[config.mk]
export PLATFORM = sky130hd
export DESIGN_NAME = des_round_key_sequencer
export DESIGN_NICKNAME = d
export VERILOG_FILES = /design/src/rtl/des_round_key_sequencer.sv
export SDC_FILE = /design/constraint.sdc
export NUM_CORES = 1
export LEC_CHECK = 0
export CAP_MARGIN = 20
export CORE_MARGIN = 8
export CORE_UTILIZATION = 60
export CTS_CLUSTER_SIZE = 12
export DETAILED_ROUTE_END_ITERATION = 10
export PLACE_DENSITY = 0.86
export SETUP_SLACK_MARGIN = 0.05
export SYNTH_ARGS = -nofsm -noshare
export SYNTH_HDL_FRONTEND = slang
export SYNTH_SLANG_ARGS = --single-unit
[constraint.sdc]
create_clock -name clk -period 11.9 [get_ports clk]
set_input_delay 2.38 -clock clk [delete_from_list [all_inputs] [get_ports clk]]
set_output_delay 2.38 -clock clk [all_outputs]
set_load 0.02 [all_outputs]
[src/rtl/des_round_key_sequencer.sv]
// DES round-key sequencer.
// Streams the 16 round keys of one or more 64-bit DES keys over a
// valid/ready handshake. Consecutive slots alternate direction for EDE keying.
// C/D is rotated in place, forward (K1..K16) or in reverse (K16..K1).
module des_round_key_sequencer #(
  parameter int NUM_KEYS     = 1,
  parameter int PARITY_CHECK = 0
) (
  input  logic                     clk,
  input  logic                     rst,
  input  logic                     start,
  input  logic                     decrypt,
  input  logic [64*NUM_KEYS-1:0]   key_in,
  output logic                     busy,
  output logic                     rk_valid,
  input  logic                     rk_ready,
  output logic [47:0]              rk_data,
  output logic [3:0]               rk_round,
  output logic [1:0]               rk_slot,
  output logic                     rk_last,
  output logic                     done,
  output logic                     parity_err
);

  typedef enum logic {IDLE, RUN} state_t;

  localparam logic [1:0] LAST_POS = 2'(NUM_KEYS - 1);

  // DES bit numbering: table entry p refers to key bit p, 1 = MSB.
  localparam int PC1 [56] = '{
    57, 49, 41, 33, 25, 17,  9,  1, 58, 50, 42, 34, 26, 18,
    10,  2, 59, 51, 43, 35, 27, 19, 11,  3, 60, 52, 44, 36,
    63, 55, 47, 39, 31, 23, 15,  7, 62, 54, 46, 38, 30, 22,
    14,  6, 61, 53, 45, 37, 29, 21, 13,  5, 28, 20, 12,  4
  };

  localparam int PC2 [48] = '{
    14, 17, 11, 24,  1,  5,  3, 28, 15,  6, 21, 10,
    23, 19, 12,  4, 26,  8, 16,  7, 27, 20, 13,  2,
    41, 52, 31, 37, 47, 55, 30, 40, 51, 45, 33, 48,
    44, 49, 39, 56, 34, 53, 46, 42, 50, 36, 29, 32
  };

  state_t                  state_q, state_d;
  logic [55:0]             cd_q, cd_d;
  logic [3:0]              round_q, round_d;
  logic [1:0]              pos_q, pos_d;
  logic [1:0]              slot_q, slot_d;
  logic                    dir_q, dir_d;
  logic                    done_q, done_d;
  logic                    perr_q, perr_d;
  logic [56*NUM_KEYS-1:0]  keys_q;
  logic                    dec_q;
  logic                    capture;

  logic [56*NUM_KEYS-1:0]  pc1_in;
  logic                    par_bad, par_fail;
  logic                    slot_end;
  logic [1:0]              next_pos, next_slot, first_slot;
  logic                    next_dir, load_dir;
  logic [55:0]             load_src, load_cd;

  // Rotate each 28-bit half left by 1 or 2 (DES "left shift").
  function automatic logic [55:0] rotl(input logic [55:0] v, input logic two);
    logic [27:0] c, d;
    c = v[55:28];
    d = v[27:0];
    if (two) begin
      c = {c[25:0], c[27:26]};
      d = {d[25:0], d[27:26]};
    end else begin
      c = {c[26:0], c[27]};
      d = {d[26:0], d[27]};
    end
    return {c, d};
  endfunction

  // Inverse of rotl, used to walk the schedule backwards.
  function automatic logic [55:0] rotr(input logic [55:0] v, input logic two);
    logic [27:0] c, d;
    c = v[55:28];
    d = v[27:0];
    if (two) begin
      c = {c[1:0], c[27:2]};
      d = {d[1:0], d[27:2]};
    end else begin
      c = {c[0], c[27:1]};
      d = {d[0], d[27:1]};
    end
    return {c, d};
  endfunction

  // Rounds 1, 2, 9 and 16 (indices 0, 1, 8, 15) shift by one, the rest by two.
  function automatic logic shift_two(input logic [3:0] r);
    return !(r == 4'd0 || r == 4'd1 || r == 4'd8 || r == 4'd15);
  endfunction

  // PC-1 of every incoming slot; parity bits drop out here.
  for (genvar s = 0; s < NUM_KEYS; s++) begin : g_slot
    for (genvar j = 0; j < 56; j++) begin : g_pc1
      assign pc1_in[56*s + 55 - j] = key_in[64*s + 64 - PC1[j]];
    end
  end

  // PC-2 of the live C/D register is the round key.
  for (genvar j = 0; j < 48; j++) begin : g_pc2
    assign rk_data[47 - j] = cd_q[56 - PC2[j]];
  end

  // Any byte of any slot with even parity makes the key set invalid.
  always_comb begin
    par_bad = 1'b0;
    for (int b = 0; b < 8*NUM_KEYS; b++) begin
      if (!(^key_in[8*b +: 8])) par_bad = 1'b1;
    end
  end

  if (PARITY_CHECK != 0) begin : g_par
    assign par_fail = par_bad;
  end else begin : g_nopar
    logic unused_parity;
    assign unused_parity = par_bad;
    assign par_fail      = 1'b0;
  end

  // Slot sequencing and the C/D value loaded at the start of a slot.
  always_comb begin
    slot_end   = dir_q ? (round_q == 4'd0) : (round_q == 4'd15);
    next_pos   = pos_q + 2'd1;
    next_slot  = dec_q ? (LAST_POS - next_pos) : next_pos;
    next_dir   = dec_q ^ next_pos[0];
    first_slot = decrypt ? LAST_POS : 2'd0;
    load_dir   = (state_q == IDLE) ? decrypt : next_dir;
    load_src   = '0;
    for (int s = 0; s < NUM_KEYS; s++) begin
      if (state_q == IDLE) begin
        if (first_slot == 2'(s)) load_src = pc1_in[56*s +: 56];
      end else if (next_slot == 2'(s)) begin
        load_src = keys_q[56*s +: 56];
      end
    end
    // Forward slots start at C1/D1; reverse slots start at C0/D0 == C16/D16.
    load_cd = load_dir ? load_src : rotl(load_src, 1'b0);
  end

  // Next-state logic for the IDLE/RUN controller and the C/D datapath.
  always_comb begin
    // NOTE: every variable gets a default first so no path can infer a latch.
    state_d = state_q;
    cd_d    = cd_q;
    round_d = round_q;
    pos_d   = pos_q;
    slot_d  = slot_q;
    dir_d   = dir_q;
    done_d  = 1'b0;
    perr_d  = 1'b0;
    capture = 1'b0;
    case (state_q)
      IDLE: begin
        if (start) begin
          if (par_fail) begin
            perr_d = 1'b1;
          end else begin
            state_d = RUN;
            capture = 1'b1;
            pos_d   = 2'd0;
            slot_d  = first_slot;
            dir_d   = decrypt;
            cd_d    = load_cd;
            round_d = decrypt ? 4'd15 : 4'd0;
          end
        end
      end
      RUN: begin
        if (rk_ready) begin
          if (slot_end) begin
            if (pos_q == LAST_POS) begin
              state_d = IDLE;
              done_d  = 1'b1;
            end else begin
              pos_d   = next_pos;
              slot_d  = next_slot;
              dir_d   = next_dir;
              cd_d    = load_cd;
              round_d = next_dir ? 4'd15 : 4'd0;
            end
          end else if (dir_q) begin
            cd_d    = rotr(cd_q, shift_two(round_q));
            round_d = round_q - 4'd1;
          end else begin
            cd_d    = rotl(cd_q, shift_two(round_q + 4'd1));
            round_d = round_q + 4'd1;
          end
        end
      end
      default: state_d = IDLE;
    endcase
  end

  // Controller and C/D state register with synchronous reset.
  always_ff @(posedge clk) begin
    // NOTE: sequential state uses non-blocking assignments so all registers
    // update together from pre-edge values.
    if (rst) begin
      state_q <= IDLE;
      cd_q    <= '0;
      round_q <= 4'd0;
      pos_q   <= 2'd0;
      slot_q  <= 2'd0;
      dir_q   <= 1'b0;
      done_q  <= 1'b0;
      perr_q  <= 1'b0;
    end else begin
      state_q <= state_d;
      cd_q    <= cd_d;
      round_q <= round_d;
      pos_q   <= pos_d;
      slot_q  <= slot_d;
      dir_q   <= dir_d;
      done_q  <= done_d;
      perr_q  <= perr_d;
    end
  end

  // Key set and direction captured at acceptance.
  always_ff @(posedge clk) begin
    // NOTE: payload registers are left unreset; they are always written on
    // acceptance before anything reads them.
    if (capture) begin
      keys_q <= pc1_in;
      dec_q  <= decrypt;
    end
  end

  assign busy       = (state_q == RUN);
  assign rk_valid   = (state_q == RUN);
  assign rk_round   = round_q;
  assign rk_slot    = slot_q;
  assign rk_last    = (state_q == RUN) && slot_end && (pos_q == LAST_POS);
  assign done       = done_q;
  assign parity_err = perr_q;

endmodule
==> impl_metrics.csv <==
group,metric,value,unit
outcome,status,"completed",
routing,avgViaCountPerCell,6.38,
timing,grt_setup_unrepaired,"false",
routing,first_iter_violations,892,
logic_synthesis,synth_warnings,0,
worst_setup_path,crit_type,"input port to flop",
worst_setup_path,r2r_start,"busy",
timing,skew,7.43,ps
logic_synthesis,ys_top_cells_by_area,"edfxtp_1 18%, dfxtp_1 14%, mux2i_1 12%, a2111oi_2 9.0%, nor2_1 7.1%",
timing,worst_pin_slew,1150,ps
timing,setup_violations,0,
cells_and_area,nets,1157,
clock_network,cts_buffer_depth,2,
routing,wl,24.7,mm
logic_synthesis,synth-edff-count,57,
grt,grtUsageTotal,24.6,%
clock_network,clk_pin_slew,60,ps
worst_setup_path,end_kind,"flop",
min_path,whs_path_depth,2,
grt,grt_pass1_wl,40.3,mm
logic_synthesis,syn_avg_cell_area,8.60,um^2
power,clockPowerShare,33.5,%
routing,drc,0,
clock_network,cts_sinks,123,
logic_synthesis,synth_nets,1162,
clock_network,htreeDepth,4,
worst_setup_path,crit_end,"cd_q[13]",
routing,wl_per_cell,19.3,um
timing,timing.final.crit_period,4810,ps
timing,maxSlewHeadroom,23.0,%
floorplanning,rows,45,
power,p_sw,0.523,mW
clock_network,cts-resized-gates,0,
routing,ant_nets,0,
grt,antenna_found_initial,1,
placed_design,hpwl,14.7,mm
cells_and_area,area_growth_syn_to_layout,13.9,%
power,leakage,4.10,nW
floorplanning,die_h,141,um
worst_setup_path,r2r_end,"cd_q[13]",
power,switching_share,33.7,%
clock_network,ctsHoldBuffers,0,
power,p_seq_share,33.9,%
power,ir_drop,93.3,uV
clock_network,postCtsSetupBuffers,0,
logic_synthesis,ys_seq_elements,123,
clock_network,worstSkewPairLatency,420,ps
timing,setup_tns,0,ps
floorplanning,ios,128,
timing,holdWs,497,ps
routing,vias,8182,
timing,hold_viol,0,
logic_synthesis,synth-async-reset-ratio,0,%
clock_network,cts-root-buf,"clkbuf_16",
floorplanning,dieArea,19800,um^2
floorplanning,die_w,141,um
logic_synthesis,ys.flop_type,"dfxtp_1",
job,drv_cap,0,
logic_synthesis,synthCells,1086,
clock_network,cts_buffers,17,
placed_design,port_buffers,118,
logic_synthesis,synth.distinct_cells,40,
worst_setup_path,ff2ff_path_depth,5,
clock_network,cts_tree,"done",
worst_setup_path,r2r_setup_slack,8670,ps
worst_setup_path,startpoint,"rk_ready",
cells_and_area,fill_cells,1154,
grt,first_global_vias,7963,
worst_setup_path,worstSetupStartpointType,"input port",
grt,grt_max_degree,113,
timing,finalCritPeriodShare,40.4,%
power,pwr-share-comb,32.6,%
timing,maxSlewViolCount,0,
placed_design,routabilityCongestion,0.798,
routing,drtPass1Iterations,5,
worst_setup_path,worstPathRequired,12210,ps
power,power.density,146,nW/um^2
grt,grt.overflow.total,0,
min_path,hp-class,"flop to flop",
cells_and_area,utilization,70.0,%
logic_synthesis,synth_top_area_share,18.3,%
logic_synthesis,ys_seq_area_share,32.5,%
power,internal_power,1.03,mW
cells_and_area,layout-drive-gt1-share,10.8,%
floorplanning,start_util,61.4,%
cells_and_area,mostFrequentLayoutCells,"175 x nor2_1, 120 x nand2_1, 117 x clkdlybuf4s50_1",
timing,fmax,208,MHz
floorplanning,core-area,15200,um^2
logic_synthesis,synth.largest_area_cell,"edfxtp_1",
worst_setup_path,cp_data_arrival_time,5110,ps
logic_synthesis,syn_area,9340,um^2
cells_and_area,final_common_cell,"nor2_1",
worst_setup_path,cp_max_fo,90,
==> cell usage after synthesis, drive strengths merged (2+ instances only) <==
master   number
a21oi         8
buf          99
dfxtp        66
a21o         56
inv           7
a211oi        6
nor3        111
mux2i       115
clkbuf       56
nor2b        60
nand2b        4
nor2        176
a221oi       56
a2111oi      56
o21ai         4
edfxtp       57
ha            7
mux2          2
and2          3
xnor2         3
nand2       121
nand3         2
==> how the worst min path moves through the flow <==
| stage | endpoint | start | slack, ps |
|---|---|---|---|
| after floorplan | cd_q[13] | cd_q[13] | 530 |
| after detailed placement | rk_slot[1] | rk_slot[1] | 490 |
| final | rk_slot[1] | rk_slot[1] | 500 |
| after global placement | rk_slot[1] | rk_slot[1] | 480 |
| after global routing | rk_slot[1] | rk_slot[1] | 560 |
| after CTS | rk_slot[1] | rk_slot[1] | 500 |
==> area by class of cell <==
cell class              count  area [um^2]  area share (%)
multi-input cells         801         5440            51.1
flip-flops and latches    123         3040            28.6
repair buffers            131         1310            12.3
clock buffers              20          467            4.39
well taps                 188          235            2.21
clock inverters            12          121            1.14
inverters                   7         26.3           0.247
diodes                      1         2.50          0.0235
==> power groups by stage <==
stage / Sequential (mW) / Clock, mW / Combinational [mW]
floorplan: 0.518 / 0 / 0.405
global placement: 0.530 / 0 / 0.487
detailed placement: 0.532 / 0 / 0.497
CTS: 0.524 / 0.522 / 0.500
global route: 0.531 / 0.541 / 0.541
finish: 0.525 / 0.519 / 0.505
==> registers in the layout, summed over array words and instances, names as in the netlist <==
signal,count
busy,1
pos_q,2
keys_q,56
done,1
rk_round,4
cd_q,56
rk_slot,1
dir_q,1
dec_q,1
==> critical path, cell delays in order <==
cell and delay (ps):
clkdlybuf4s50_1 450, mux2i_1 430, or2_4 390, buf_4 790
nor3_1 190, a2111oi_2 420
==> through the flow <==
step	power [mW]	setup WS (ps)	cell area, um^2	cells
2_1_floorplan	0.923	6530	9340	1086
5_1_grt	1.61	6910	10600	1283
3_3_place_gp	1.02	6800	10000	1248
3_5_place_dp	1.03	6720	10000	1248
6_report	1.55	7090	10600	1283
4_1_cts	1.55	7170	10600	1280
==> cells by family (layout without fill, tap and decap cells) <==
kind of cell    after synthesis  count (layout)  share of synthesized area (%)
buf+inv                     162             170                           9.90
flops                       123             123                           32.5
fa+ha+maj                     7               7                          0.938
compound gates              189             189                           20.3
mux                         117             117                           12.6
simple gates                483             483                           23.4
other cells                   1               2                         0.0402
xor+xnor                      4               4                          0.375
==> metal layers <==
layer,up-vias,part of all wire [%],global-route usage (%)
met3,37,8.1,6.21
met1,3938,42,30.5
met4,0,1.6,9.33
met2,334,49,40.4
met5,-,0,0
li1,3873,-,-
No activity file was read; power rests on OpenSTA's default activity.
